<file path="config.mk">
export PLATFORM = sky130hd
export DESIGN_NAME = lcd_bus_receiver
export DESIGN_NICKNAME = d
export VERILOG_FILES = /design/src/rtl/lcd_bus_receiver.sv
export SDC_FILE = /design/constraint.sdc
export NUM_CORES = 1
export LEC_CHECK = 0
export BUFFER_PORTS_ARGS = -buffer_cell sky130_fd_sc_hd__buf_2
export CORE_MARGIN = 8
export CORE_UTILIZATION = 40
export CTS_BUF_LIST = sky130_fd_sc_hd__clkbuf_4 sky130_fd_sc_hd__clkbuf_8
export CTS_CLUSTER_DIAMETER = 30
export DETAILED_ROUTE_END_ITERATION = 8
export PLACE_DENSITY_LB_ADDON = 0.25
export SLEW_MARGIN = 10
export SYNTH_ARGS = -nofsm -noshare
export SYNTH_HDL_FRONTEND = slang
export SYNTH_SLANG_ARGS = --single-unit
</file>
<file path="constraint.sdc">
create_clock -name clk -period 3.12 [get_ports clk]
set_input_delay 0.624 -clock clk [delete_from_list [all_inputs] [get_ports clk]]
set_output_delay 0.624 -clock clk [all_outputs]
set_load 0.03 [all_outputs]
</file>
<file path="src/rtl/lcd_bus_receiver.sv">
// Display-side receiver for the lcd_data/lcd_rs/lcd_enable bus: decodes commands and characters into a display RAM.
// Writes act 3 clocks after enable falls; writes arriving while busy are dropped and flagged as overrun.
module lcd_bus_receiver #(
  parameter int DEPTH = 32,
  parameter int EXEC_CYCLES = 8,
  localparam int AW = $clog2(DEPTH)
) (
  input  logic          clk,
  input  logic          reset,
  input  logic [7:0]    lcd_data,
  input  logic          lcd_enable,
  input  logic          lcd_rs,
  input  logic [AW-1:0] rd_addr,
  output logic [7:0]    rd_char,
  output logic [AW-1:0] cursor,
  output logic          display_on,
  output logic          inc_mode,
  output logic          busy,
  output logic          wr_strobe,
  output logic          overrun,
  output logic          bad_cmd
);

  localparam int CW = (EXEC_CYCLES > 1) ? $clog2(EXEC_CYCLES) : 1;

  typedef enum logic [1:0] {CLEAR, IDLE, EXEC} state_t;

  state_t          state;
  logic            en_s1, en_s2, en_s3;
  logic            rs_s1, rs_s2;
  logic [7:0]      dat_s1, dat_s2;
  logic            evt, evt_rs;
  logic [7:0]      evt_dat;
  logic [AW-1:0]   clr_addr;
  logic [CW-1:0]   cnt;
  logic [7:0]      ram [DEPTH];
  logic            accept;
  logic            ram_we;
  logic [AW-1:0]   ram_waddr;
  logic [7:0]      ram_wdata;

  // Two-flop sync, third enable flop for fall detect, then one register holding the detected write.
  always_ff @(posedge clk) begin
    if (reset) begin
      en_s1   <= 1'b0;
      en_s2   <= 1'b0;
      en_s3   <= 1'b0;
      rs_s1   <= 1'b0;
      rs_s2   <= 1'b0;
      dat_s1  <= 8'h00;
      dat_s2  <= 8'h00;
      evt     <= 1'b0;
      evt_rs  <= 1'b0;
      evt_dat <= 8'h00;
    end else begin
      en_s1   <= lcd_enable;
      en_s2   <= en_s1;
      en_s3   <= en_s2;
      rs_s1   <= lcd_rs;
      rs_s2   <= rs_s1;
      dat_s1  <= lcd_data;
      dat_s2  <= dat_s1;
      evt     <= !en_s2 && en_s3;
      evt_rs  <= rs_s2;
      evt_dat <= dat_s2;
    end
  end

  always_comb begin
    accept    = evt && (state == IDLE);
    ram_we    = !reset && ((state == CLEAR) || (accept && evt_rs));
    ram_waddr = (state == CLEAR) ? clr_addr : cursor;
    ram_wdata = (state == CLEAR) ? 8'h20 : evt_dat;
  end

  always_ff @(posedge clk) begin
    if (ram_we) ram[ram_waddr] <= ram_wdata;
  end

  always_ff @(posedge clk) begin
    if (reset) rd_char <= 8'h20;
    else       rd_char <= ram[rd_addr];
  end

  always_ff @(posedge clk) begin
    if (reset) begin
      state      <= CLEAR;
      clr_addr   <= '0;
      cnt        <= '0;
      cursor     <= '0;
      display_on <= 1'b0;
      inc_mode   <= 1'b1;
      busy       <= 1'b1;
      wr_strobe  <= 1'b0;
      overrun    <= 1'b0;
      bad_cmd    <= 1'b0;
    end else begin
      wr_strobe <= 1'b0;
      overrun   <= 1'b0;
      bad_cmd   <= 1'b0;
      case (state)
        CLEAR: begin
          overrun  <= evt;
          clr_addr <= clr_addr + AW'(1);
          if (clr_addr == AW'(DEPTH - 1)) begin
            state <= IDLE;
            busy  <= 1'b0;
          end
        end
        EXEC: begin
          overrun <= evt;
          if (cnt == '0) begin
            state <= IDLE;
            busy  <= 1'b0;
          end else begin
            cnt <= cnt - CW'(1);
          end
        end
        IDLE: begin
          if (evt) begin
            wr_strobe <= 1'b1;
            busy      <= 1'b1;
            state     <= EXEC;
            cnt       <= CW'(EXEC_CYCLES - 1);
            if (evt_rs) begin
              cursor <= inc_mode ? cursor + AW'(1) : cursor - AW'(1);
            end else if (evt_dat == 8'h01) begin
              cursor   <= '0;
              inc_mode <= 1'b1;
              clr_addr <= '0;
              state    <= CLEAR;
            end else if (evt_dat[7:1] == 7'b0000001) begin
              cursor <= '0;
            end else if (evt_dat[7:2] == 6'b000001) begin
              inc_mode <= evt_dat[1];
            end else if (evt_dat[7:3] == 5'b00001) begin
              display_on <= evt_dat[2];
            end else if (evt_dat[7]) begin
              cursor <= evt_dat[AW-1:0];
            end else begin
              bad_cmd <= 1'b1;
            end
          end
        end
        default: begin
          state    <= CLEAR;
          clr_addr <= '0;
          busy     <= 1'b1;
        end
      endcase
    end
  end

endmodule

</file>
# == Word level (Yosys, flattened, before mapping) ==
# Memory sizes are Yosys's and may differ from the RTL's. A register that Yosys moved wholly into a read port is not among the register bits.
# Cells that the tools add are included.
# totals
register_bits,52
latch_bits,0
ram_bits,256
romBits,0
in_bits,17
wordCells,104
mem_count,1
# mem_list
name,words,width,read_ports,rd_ports_with_merged_regs,wr,line,rtl
ram,32,8,1,1,1,36,logic [7:0] ram [DEPTH];
# op_classes
addsub,4
n_mul,0
div,0
magnitude_cmp,0
n_eq_ne,16
n_shift,0
muxes,33
bitwise_logic,8
reduce_logical,22
# op_table
cell,count
$mux W5,11
$pmux W5 S3,1
$add A5 B1 Y5 const B,2
$mux W1,10
$mux W2,5
$ne A2 B2 Y1 const B,5
$reduce_and A5 Y1,2
$eq A8 B1 Y1 const B,1
$mux W8,1
$ne A4 B4 Y1 const B,2
$not A1 Y1,8
$reduce_or A8 Y1,1
$eq A7 B1 Y1 const B,1
$reduce_and A7 Y1,1
$eq A6 B1 Y1 const B,1
$mux W3,2
$pmux W2 S3,1
$pmux W3 S2,1
$reduce_and A3 Y1,2
$reduce_or A2 Y1,3
$eq A5 B1 Y1 const B,1
$eq A5 B5 Y1 const B,1
$sub A5 B1 Y5 const B,1
$logic_and A1 B1 Y1,4
12 further kinds,15

# == Depth between registers and ports, before layout ==
# Gate-level depths: netlist of run 1.
# logic_depth
depth_word,7
mapped_depth,8
ltp_nobuf,7

# == Least setup slack after synthesis of run 1 ==
# Ideal clock, no wire load.
# synth_timing
path_kind,input -> register
startpoint,input reset
endpoint,memory ram[0][0] (enable)
setup_time_ns,0.370
t_arrival_ns,1.812
t_required_ns,2.750
path_slack_ns,0.938
cell_stages,4
path_cell_list,clkbuf_1 a211oi_1 o21ai_1 nor2_1
# synth_between
elab_chain_len,4
# synth_lines
element,line,rtl
"start, declared",9,"input logic reset,"
$logic_not A1 Y1,71,ram_we = !reset && ((state == CLEAR) || (accept && evt_rs));
$logic_and A1 B1 Y1,71,
$mux W1,77,if (ram_we) ram[ram_waddr] <= ram_wdata;
$mux W1 (not written as such),77,
"end, declared",36,
# Every way passes these cells.

# == Final worst setup path of run 1 ==
# layout_timing
startpoint,register state[1]
endpoint,memory ram[12][3] (enable)
# layout_between
elab_chain_len,7
elab_cells_between_ends,9
classes_between,eq/ne: 1; mux: 3; reduce/logical: 5
# layout_lines
element,line,rtl
"start, declared",28,state_t state;
"start signal, assigned",87,state <= CLEAR;
"start signal, assigned",106,state <= IDLE;
"start signal, assigned",113,state <= IDLE;
$eq A2 B1 Y1,70,accept = evt && (state == IDLE);
$logic_and A1 B1 Y1,70,
$logic_and A1 B1 Y1,71,
$logic_or A1 B1 Y1,71,
$logic_and A1 B1 Y1,71,
$mux W1,77,
$mux W1 (not written as such),77,
# Parallel ways exist; a longest one is shown, timed or not.

==> flow_summary.toml, run 1 <==
[status]
outcome = "finished clean"

[worst_setup_path]
cp_slowest_cell = "o21ai_1"
reg2reg_slack_ns = 0.31
worstPathArrival_ns = 3.03
crit_required_ns = 3.34
worstSetupEndpointType = "flop"
slowest_delay_ns = 0.82
path_class = "flop to flop"
cp_common_cell = "nor2_1"
cp_max_fo = 12
cp-start-kind = "flop"
crit_chain = "nor2_1 -> nor3_1 -> o21ai_1 -> nor2_1"

[routing]
wl_met3_um = 1730
drt-met1-wl_um = 11700
wl_met2_um = 12900
vias_per_cell = 5.35
wl_per_cell_um = 21.7
drt_pass1_iterations = 7
drt_iter0_drc = 596
vias = 6678
wl_um = 27100
highest_layer = "met4"
drc = 0
ant_nets = 0

[synth]
async_flop_share = 0
synth_top_area_frac = 0.623
synth-compound-area-share = 0.0437
yosys.area_share.simple = 0.0718
ys_ff_latch = 316
synth-xor-area-share = 0.00142
yosys_warnings = 0
synth_top_family_by_area = "multiplexers"
yosysUniqueCellTypes = 52
synth-edff-count = 256
syn_nets = 744
synth_area_per_cell_um2 = 17.2
ys.flop_type = "edfxtp_1"
ys_seq_area_frac = 0.720
synth_area_mm2 = 0.0123
synthCells = 719
synthTopCellsByArea = "edfxtp_1 62%, mux4_2 10%, dfxtp_1 9.7%"
muxShareOfSynthArea = 0.135
synth_fa_ha_area_frac = 0.00872
synth_area_leader_cell = "edfxtp_1"

[place]
hpwlAfterDp_um = 17500
place_ws_ns = 0.389
place_congestion = 0.780
port_buffers = 35

[floorplanning]
dieArea_mm2 = 0.0367
die-height_um = 192
rows = 64
die_width_um = 192
io_pins = 36
core_region_area_mm2 = 0.0305
start_util = 0.405

[timing]
hold_viol_final = 0
slew_violations = 0
period_minus_slack_ns = 2.81
worst_pin_slew_ns = 1.16
rsz0062_at_grt = "false"
fin_ws_ns = 0.309
clock.fmax_mhz = 356
tns_ns = 0
slew_headroom = 0.224
post-route-period-util = 0.901
finalSetupViolations = 0
final.setup_skew_ns = 0.0241

[power_and_ir_drop]
intPower_mw = 7.35
p_per_area_mw_per_mm2 = 648
swShare = 0.210
leakage_nw = 4.44
p_comb_frac = 0.033
seq_power_share = 0.491
p_switching_mw = 1.96
peakVddDrop_mv = 0.549
p_clk_frac = 0.476

[global_routing]
grt_max_degree = 54
grt_pass1_vias = 6989
grt_first_pass_wirelength_um = 41700
antenna_found_initial = 0
gr-total-overflow = 0
grt_usage = 0.148

[cts]
cts-root-buf = "clkbuf_8"
cts_hold_buf = 0
cts_max_level = 2
cts_buffer_depth = 3
cts_sinks = 316
postCtsSetupRepairBufs = 0
cts-buffers-inserted = 59
cts.clk_slew.worst_paths_ns = 0.06
cts_tree = "built"
clk_latency_ns = 0.59
post_cts_resized = 0

[cells_and_area]
drive_gt1_frac = 0.275
fill_cells = 2568
final_nets = 829
area_delta_synth_final_pct = 16.5
antenna_cells = 0

[flow_run]
maxCapViolations = 0

[worst_hold_path]
hold_path.class = "input port to flop"
## logic make-up (layout without fill, tap and decap cells)
kind of cell,Yosys count,count (layout)
multiplexers,95,95
XOR/XNOR,2,2
adder cells (fa/ha/maj),8,8
AND/OR/NAND/NOR,173,173
AO/OA/AOI/OAI,78,78
flip-flops,316,316
buffers and inverters,47,180
## placed cells by master, fill, tap and decap left out, types with 3 or more instances in the layout
cell and count:
a31oi_1 3, mux2i_1 31, dfxtp_1 60, clkbuf_8 64
edfxtp_1 256, mux4_2 56, a221oi_1 10, inv_1 11
nor2_1 56, clkinv_4 4, o21ai_1 3, nand2b_1 7
nor3_1 9, buf_4 24, nand3b_1 5, nand3_1 4
clkbuf_4 8, o22ai_1 5, a221o_1 9, a211oi_1 6
nor3b_1 5, clkinv_1 8, bufinv_16 8, nor4_1 3
clkinv_2 12, o21ai_0 11, ha_1 7, buf_2 34
nor2b_1 36, a21oi_1 21, inv_6 3, mux2_2 8
and2_1 6, nand2_1 28
## sequential cells by signal, summed over array words and instances, names as in the netlist, 2 cells and up
name and flops:
rd_char 8, cnt 3, dat_s1 8, clr_addr 5, dat_s2 8, cursor 5, state 2, evt_dat 8
ram 256
## worst paths after layout
check	start	end	cells past startpoint
worst min-delay path	lcd_data[0]	dat_s1[0]	2
worst min register to register	en_s2	evt	1
worst max-delay path	state[1]	ram[12][3]	4
worst max register to register	state[1]	ram[12][3]	4
## layer usage
layer | vias to the layer above | track usage
met3 | 53 | 0.0312
met4 | 0 | 0.0589
met5 | - | 0
met2 | 244 | 0.237
li1 | 2997 | -
met1 | 3384 | 0.195
## stage by stage
stage | instances | hold slack (ns) | total power, mW | cell area [µm²] | utilization
finish | 1248 | 0.244 | 9.31 | 14400 | 0.471
detailed placement | 1139 | 0.409 | 4.97 | 13000 | 0.427
global route | 1248 | 0.237 | 9.61 | 14400 | 0.471
floorplan | 719 | 0.388 | 4.87 | 12300 | -
global placement | 1139 | 0.400 | 4.97 | 13000 | 0.427
CTS | 1248 | 0.210 | 9.40 | 14400 | 0.471
## area by class of cell
class | instances | area (µm²) | area share
timing repair buffer | 60 | 390 | 0.0272
inverter | 11 | 41.3 | 0.00287
tap | 396 | 495 | 0.0345
multi-input combinational | 356 | 3210 | 0.224
sequential | 316 | 8890 | 0.618
clock inverter | 37 | 407 | 0.0283
clock buffer | 72 | 941 | 0.0654
## power by group through the flow
stage	Combinational, mW	Sequential [mW]	Clock, mW
3_5_place_dp	0.314	4.66	0
5_1_grt	0.336	4.57	4.70
6_report	0.310	4.57	4.43
3_3_place_gp	0.311	4.66	0
2_1_floorplan	0.205	4.67	0
4_1_cts	0.316	4.57	4.51
## cells in the mapped netlist (4+ instances only)
| cell type | count |
|---|---|
| ha_1 | 7 |
| mux4_2 | 56 |
| nand3b_1 | 5 |
| nor3_1 | 9 |
| o22ai_1 | 5 |
| mux2_2 | 8 |
| and2_1 | 6 |
| mux2i_1 | 31 |
| a211oi_1 | 6 |
| a21oi_1 | 21 |
| nor3b_1 | 5 |
| clkbuf_1 | 14 |
| a221o_1 | 9 |
| buf_2 | 13 |
| edfxtp_1 | 256 |
| o21ai_0 | 11 |
| nor2b_1 | 36 |
| nand2_1 | 28 |
| nor2_1 | 57 |
| a221oi_1 | 10 |
| nand3_1 | 4 |
| inv_1 | 11 |
| dfxtp_1 | 60 |
| nand2b_1 | 7 |
## worst max-delay path, delay by kind of cell, from the launching register on
kind	cells	cell delay, ns
simple gates	3	1.24
flops	1	0.38
compound gates	1	0.82
No activity file was read; power rests on OpenSTA's default activity.
==> run 2, diff against run 1 <==
==> constraint.sdc (replaced) <==
create_clock -name clk -period 3 [get_ports clk]
set_input_delay 0.6 -clock clk [delete_from_list [all_inputs] [get_ports clk]]
set_output_delay 0.6 -clock clk [all_outputs]
set_load 0.03 [all_outputs]
==> run 2 against run 1 <==
  * Sequential share of layout area shrank 0.62 points
  * Critical path depth is the same
  * Fmax grew 2.9%
  * Design area grew 1.0%
  * Clock power grew 11%
  * Critical endpoint is now ram[10][5]
==> flow_summary.toml, run 2 (synthesis results as in run 1) <==
[status]
outcome = "finished clean"

[global_routing]
gr-total-overflow = 0
grt_first_pass_wirelength_um = 41900
grt_max_degree = 54
antenna_found_initial = 0
grt_pass1_vias = 7078
grt_usage = 0.151

[cells_and_area]
regArea_mm2 = 0.00889
multi_input_area_mm2 = 0.00321
top_register = "ram"
final_common_cell = "edfxtp_1"
antenna_cells = 0
drive_gt1_frac = 0.289
final_nets = 839
area_delta_synth_final_pct = 17.7
fill_cells = 2575
largest_reg_flops = 256
final_cell_mix = "256 x edfxtp_1, 71 x clkbuf_8, 60 x dfxtp_1"

[routing]
drt_pass1_iterations = 7
ant_nets = 0
vias = 6665
drc = 0
vias_per_cell = 5.28
drt_iter0_drc = 658
wl_per_cell_um = 21.8
wl_um = 27500

[floorplanning]
start_util = 0.405
dieArea_mm2 = 0.0367
rows = 64
die_width_um = 192
die-height_um = 192
io_pins = 36
core_region_area_mm2 = 0.0305

[timing]
post-route-period-util = 0.910
tns_ns = 0
hold_viol_final = 0
finalSetupViolations = 0
clock.fmax_mhz = 366
worst_pin_slew_ns = 1.13
rsz0062_at_grt = "false"
period_minus_slack_ns = 2.73
slew_violations = 0
final.setup_skew_ns = 0.0289
slew_headroom = 0.244

[place]
hpwlAfterDp_um = 17500
place_congestion = 0.799
port_buffers = 35

[cts]
cts_max_level = 3
cts_hold_buf = 0
cts-root-buf = "clkbuf_8"
clk_latency_ns = 0.55
cts-buffers-inserted = 66
cts_sinks = 316
post_cts_resized = 0
cts_buffer_depth = 3
cts_tree = "built"
cts.clk_slew.worst_paths_ns = 0.05
postCtsSetupRepairBufs = 0

[worst_setup_path]
cp_max_fo = 9
crit_required_ns = 3.15
cp-start-kind = "flop"
worstPathArrival_ns = 2.88
worstSetupEndpointType = "flop"
path_class = "flop to flop"

[power_and_ir_drop]
peakVddDrop_mv = 0.317
p_per_area_mw_per_mm2 = 687
power_mw = 9.98
leakage_nw = 4.50

[worst_hold_path]
hold_path.class = "input port to flop"

[flow_run]
maxCapViolations = 0
## run 2: changes by cell type in the layout (fill, tap and decap cells not counted)
| cell | change |
|---|---|
| clkbuf_4 | +8 |
| inv_6 | -2 |
| clkinv_4 | -1 |
| inv_8 | +1 |
| bufinv_16 | -1 |
| clkinv_2 | -5 |
| inv_4 | +1 |
| clkbuf_8 | +7 |
| clkinvlp_4 | +5 |
| buf_4 | +3 |
| clkinv_1 | -2 |
## run 2: path summary, 6_finish.rpt
path	startpoint	slack, ns	cells after the start	to
min	lcd_data[1]	0.26	2	dat_s1[1]
max reg2reg	evt_rs	0.27	4	ram[10][5]
max	evt_rs	0.27	4	ram[10][5]
min reg2reg	en_s2	0.41	1	evt
## run 2: metal layers
| metal | GRT usage | share of wire |
|---|---|---|
| met1 | 0.202 | 0.45 |
| met4 | 0.0474 | 0.018 |
| met3 | 0.0372 | 0.061 |
| met5 | 0 | 0 |
| met2 | 0.238 | 0.47 |
## run 2: worst max-delay path, cell delays in order (launching register included)
cell	delay (ns)
dfxtp_1	0.49
nand2_1	0.11
a211oi_1	0.44
o21ai_1	0.45
nor2_1	0.84
## run 2: report_power, final
part / switching [mW] / total (mW) / internal (mW) / leakage [nW]
combinational: 0.195 / 0.327 / 0.132 / 1.34
clock: 1.88 / 4.90 / 3.02 / 0.748
sequential: 0.0231 / 4.76 / 4.73 / 2.41
total: 2.09 / 9.98 / 7.89 / 4.50
## run 2: stage by stage
step	instance area [µm²]	hold WS [ns]	instances	setup WS, ns	utilization
final	14500	0.258	1262	0.269	0.476
after global routing	14500	0.233	1262	0.0515	0.476
after CTS	14500	0.230	1262	0.213	0.476
after detailed placement	13100	0.403	1142	0.152	0.428
after global placement	13100	0.399	1142	0.210	0.428
after floorplan	12300	0.388	719	0.830	-
## run 2: area by class of cell
type                            instances  share of cell area
Sequential cell                       316               0.612
Multi-Input combinational cell        356               0.221
Clock buffer                           87              0.0756
Tap cell                              396              0.0341
Timing Repair Buffer                   63              0.0284
Clock inverter                         33              0.0257
Inverter                               11             0.00284
==> run 3, diff against run 2 <==
--- a/config.mk
+++ b/config.mk
@@ -12,6 +12,7 @@
 export CTS_CLUSTER_DIAMETER = 30
 export DETAILED_ROUTE_END_ITERATION = 8
 export PLACE_DENSITY_LB_ADDON = 0.25
+export SETUP_SLACK_MARGIN = 0.5
 export SLEW_MARGIN = 10
 export SYNTH_ARGS = -nofsm -noshare
 export SYNTH_HDL_FRONTEND = slang
==> run 3 against run 2 <==
  * Via count increased by 0.32%
  * Total power hardly changed
  * Setup slack improved by 0.39 ns
  * Register-to-register slack gained 0.39 ns
  * Die area is the same
  * Design area rose by 0.65%
  * Critical endpoint is now ram[16][1]
==> flow_summary.toml, run 3 (synthesis results as in run 1) <==
[power_and_ir_drop]
peakVddDrop_mv = 0.317
p_per_area_mw_per_mm2 = 684
leakage_nw = 4.50
power_mw = 9.99

[worst_setup_path]
r2r_end = "ram[16][1]"
critPathLaunch = "state[1]"
cp-start-kind = "flop"
slowest_delay_ns = 0.47
path_class = "flop to flop"
cp_slowest_cell = "or2_2"
cp_max_fo = 18
reg2reg_from = "state[1]"
path_buf_inv = 0
worstPathArrival_ns = 2.53
worst-path-stages = 5
r2r_cells = 5
crit_chain = "or2_2 -> or3_1 -> o31ai_1 -> nand2_1 -> nor2_2"
reg2reg_slack_ns = 0.66
crit_required_ns = 3.18
cpLargestDelayFamily = "simple AND/OR/NAND/NOR gates"
worstSetupEndpointType = "flop"
crit_end = "ram[16][1]"

[worst_hold_path]
hold_path.class = "input port to flop"

[timing]
rsz0062_at_grt = "true"
hold_viol_final = 0
fin_ws_ns = 0.658
worst_pin_slew_ns = 1.13
tns_ns = 0
slew_headroom = 0.248
finalSetupViolations = 0
period_minus_slack_ns = 2.34
slew_violations = 0
post-route-period-util = 0.781
clock.fmax_mhz = 427
final.setup_skew_ns = 0.0291

[cells_and_area]
multi_input_area_mm2 = 0.00331
largest_reg_flops = 256
final_common_cell = "edfxtp_1"
final_cell_mix = "256 x edfxtp_1, 71 x clkbuf_8, 60 x dfxtp_1"
area_delta_synth_final_pct = 18.4
top_register = "ram"
drive_gt1_frac = 0.322
regArea_mm2 = 0.00889
fill_cells = 2563
antenna_cells = 0
final_nets = 839

[place]
port_buffers = 35
hpwlAfterDp_um = 17500
place_congestion = 0.799
place_ws_ns = 0.152

[floorplanning]
die-height_um = 192
core_region_area_mm2 = 0.0305
dieArea_mm2 = 0.0367
io_pins = 36
start_util = 0.405
die_width_um = 192
rows = 64

[global_routing]
antenna_found_initial = 0
grt_usage = 0.151
grt_max_degree = 54
grt_pass1_vias = 7078
grt_first_pass_wirelength_um = 41900
gr-total-overflow = 0

[cts]
cts-root-buf = "clkbuf_8"
cts_hold_buf = 0
cts_tree = "built"
cts_sinks = 316
cts.clk_slew.worst_paths_ns = 0.06
cts_buffer_depth = 3
cts-buffers-inserted = 66
clk_latency_ns = 0.55
cts_max_level = 3

[routing]
vias = 6686
ant_nets = 0
drt_pass1_iterations = 5
drc = 0
vias_per_cell = 5.30
wl_per_cell_um = 21.7
wl_um = 27400
drt_iter0_drc = 587

[status]
outcome = "finished clean"

[flow_run]
maxCapViolations = 0
-- run 3: cell types whose count changed in the layout (fill, tap and decap cells not counted) --
cell	before	now
o21ai_2	0	3
nor2_4	0	3
nor2_2	2	24
o21ai_1	3	0
a211oi_1	6	5
nor2_1	56	31
a211oi_2	0	1
-- run 3: stage by stage --
stage / instance area, µm² / hold slack, ns / util / cells
final: 14600 / 0.258 / 0.479 / 1262
after global routing: 14600 / 0.233 / 0.479 / 1262
after CTS: 14500 / 0.230 / 0.477 / 1262
after detailed placement: 13100 / 0.403 / 0.428 / 1142
after global placement: 13100 / 0.399 / 0.428 / 1142
after floorplan: 12300 / 0.388 / - / 719
-- run 3: cell type report --
cell class,instances,area share
sequential,316,0.608
timing repair buffer,63,0.0282
inverter,11,0.00282
clock buffer,87,0.0751
tap,396,0.0339
clock inverter,33,0.0255
multi-input combinational,356,0.226
-- run 3: worst min-delay path by stage --
stage,end,slack (ns),from,depth (start not counted)
2_1_floorplan,evt,0.39,en_s2,1
3_5_place_dp,evt,0.40,en_s2,1
6_report,dat_s1[1],0.26,lcd_data[1],2
4_1_cts,rs_s1,0.23,lcd_rs,2
5_1_grt,dat_s1[3],0.23,lcd_data[3],2
3_3_place_gp,evt,0.40,en_s2,1
-- run 3: timing repair --
item,4_1_cts,5_1_grt
gates resized for setup,6,26
setup buffers,0,0
setup endpoints to repair,184,192
-- run 3: power breakdown --
part           internal (mW)  leakage (nW)  switching (mW)
logic                  0.134          1.34           0.202
clock network           3.02         0.748            1.88
registers               4.73          2.41          0.0231
total                   7.89          4.50            2.10
-- run 3: per-layer routing --
| metal | part of all wire | global-route usage | up-vias |
|---|---|---|---|
| li1 | - | - | 3021 |
| met1 | 0.44 | 0.202 | 3384 |
| met2 | 0.48 | 0.238 | 240 |
| met3 | 0.061 | 0.0372 | 41 |
| met4 | 0.018 | 0.0474 | 0 |
| met5 | 0 | 0 | - |
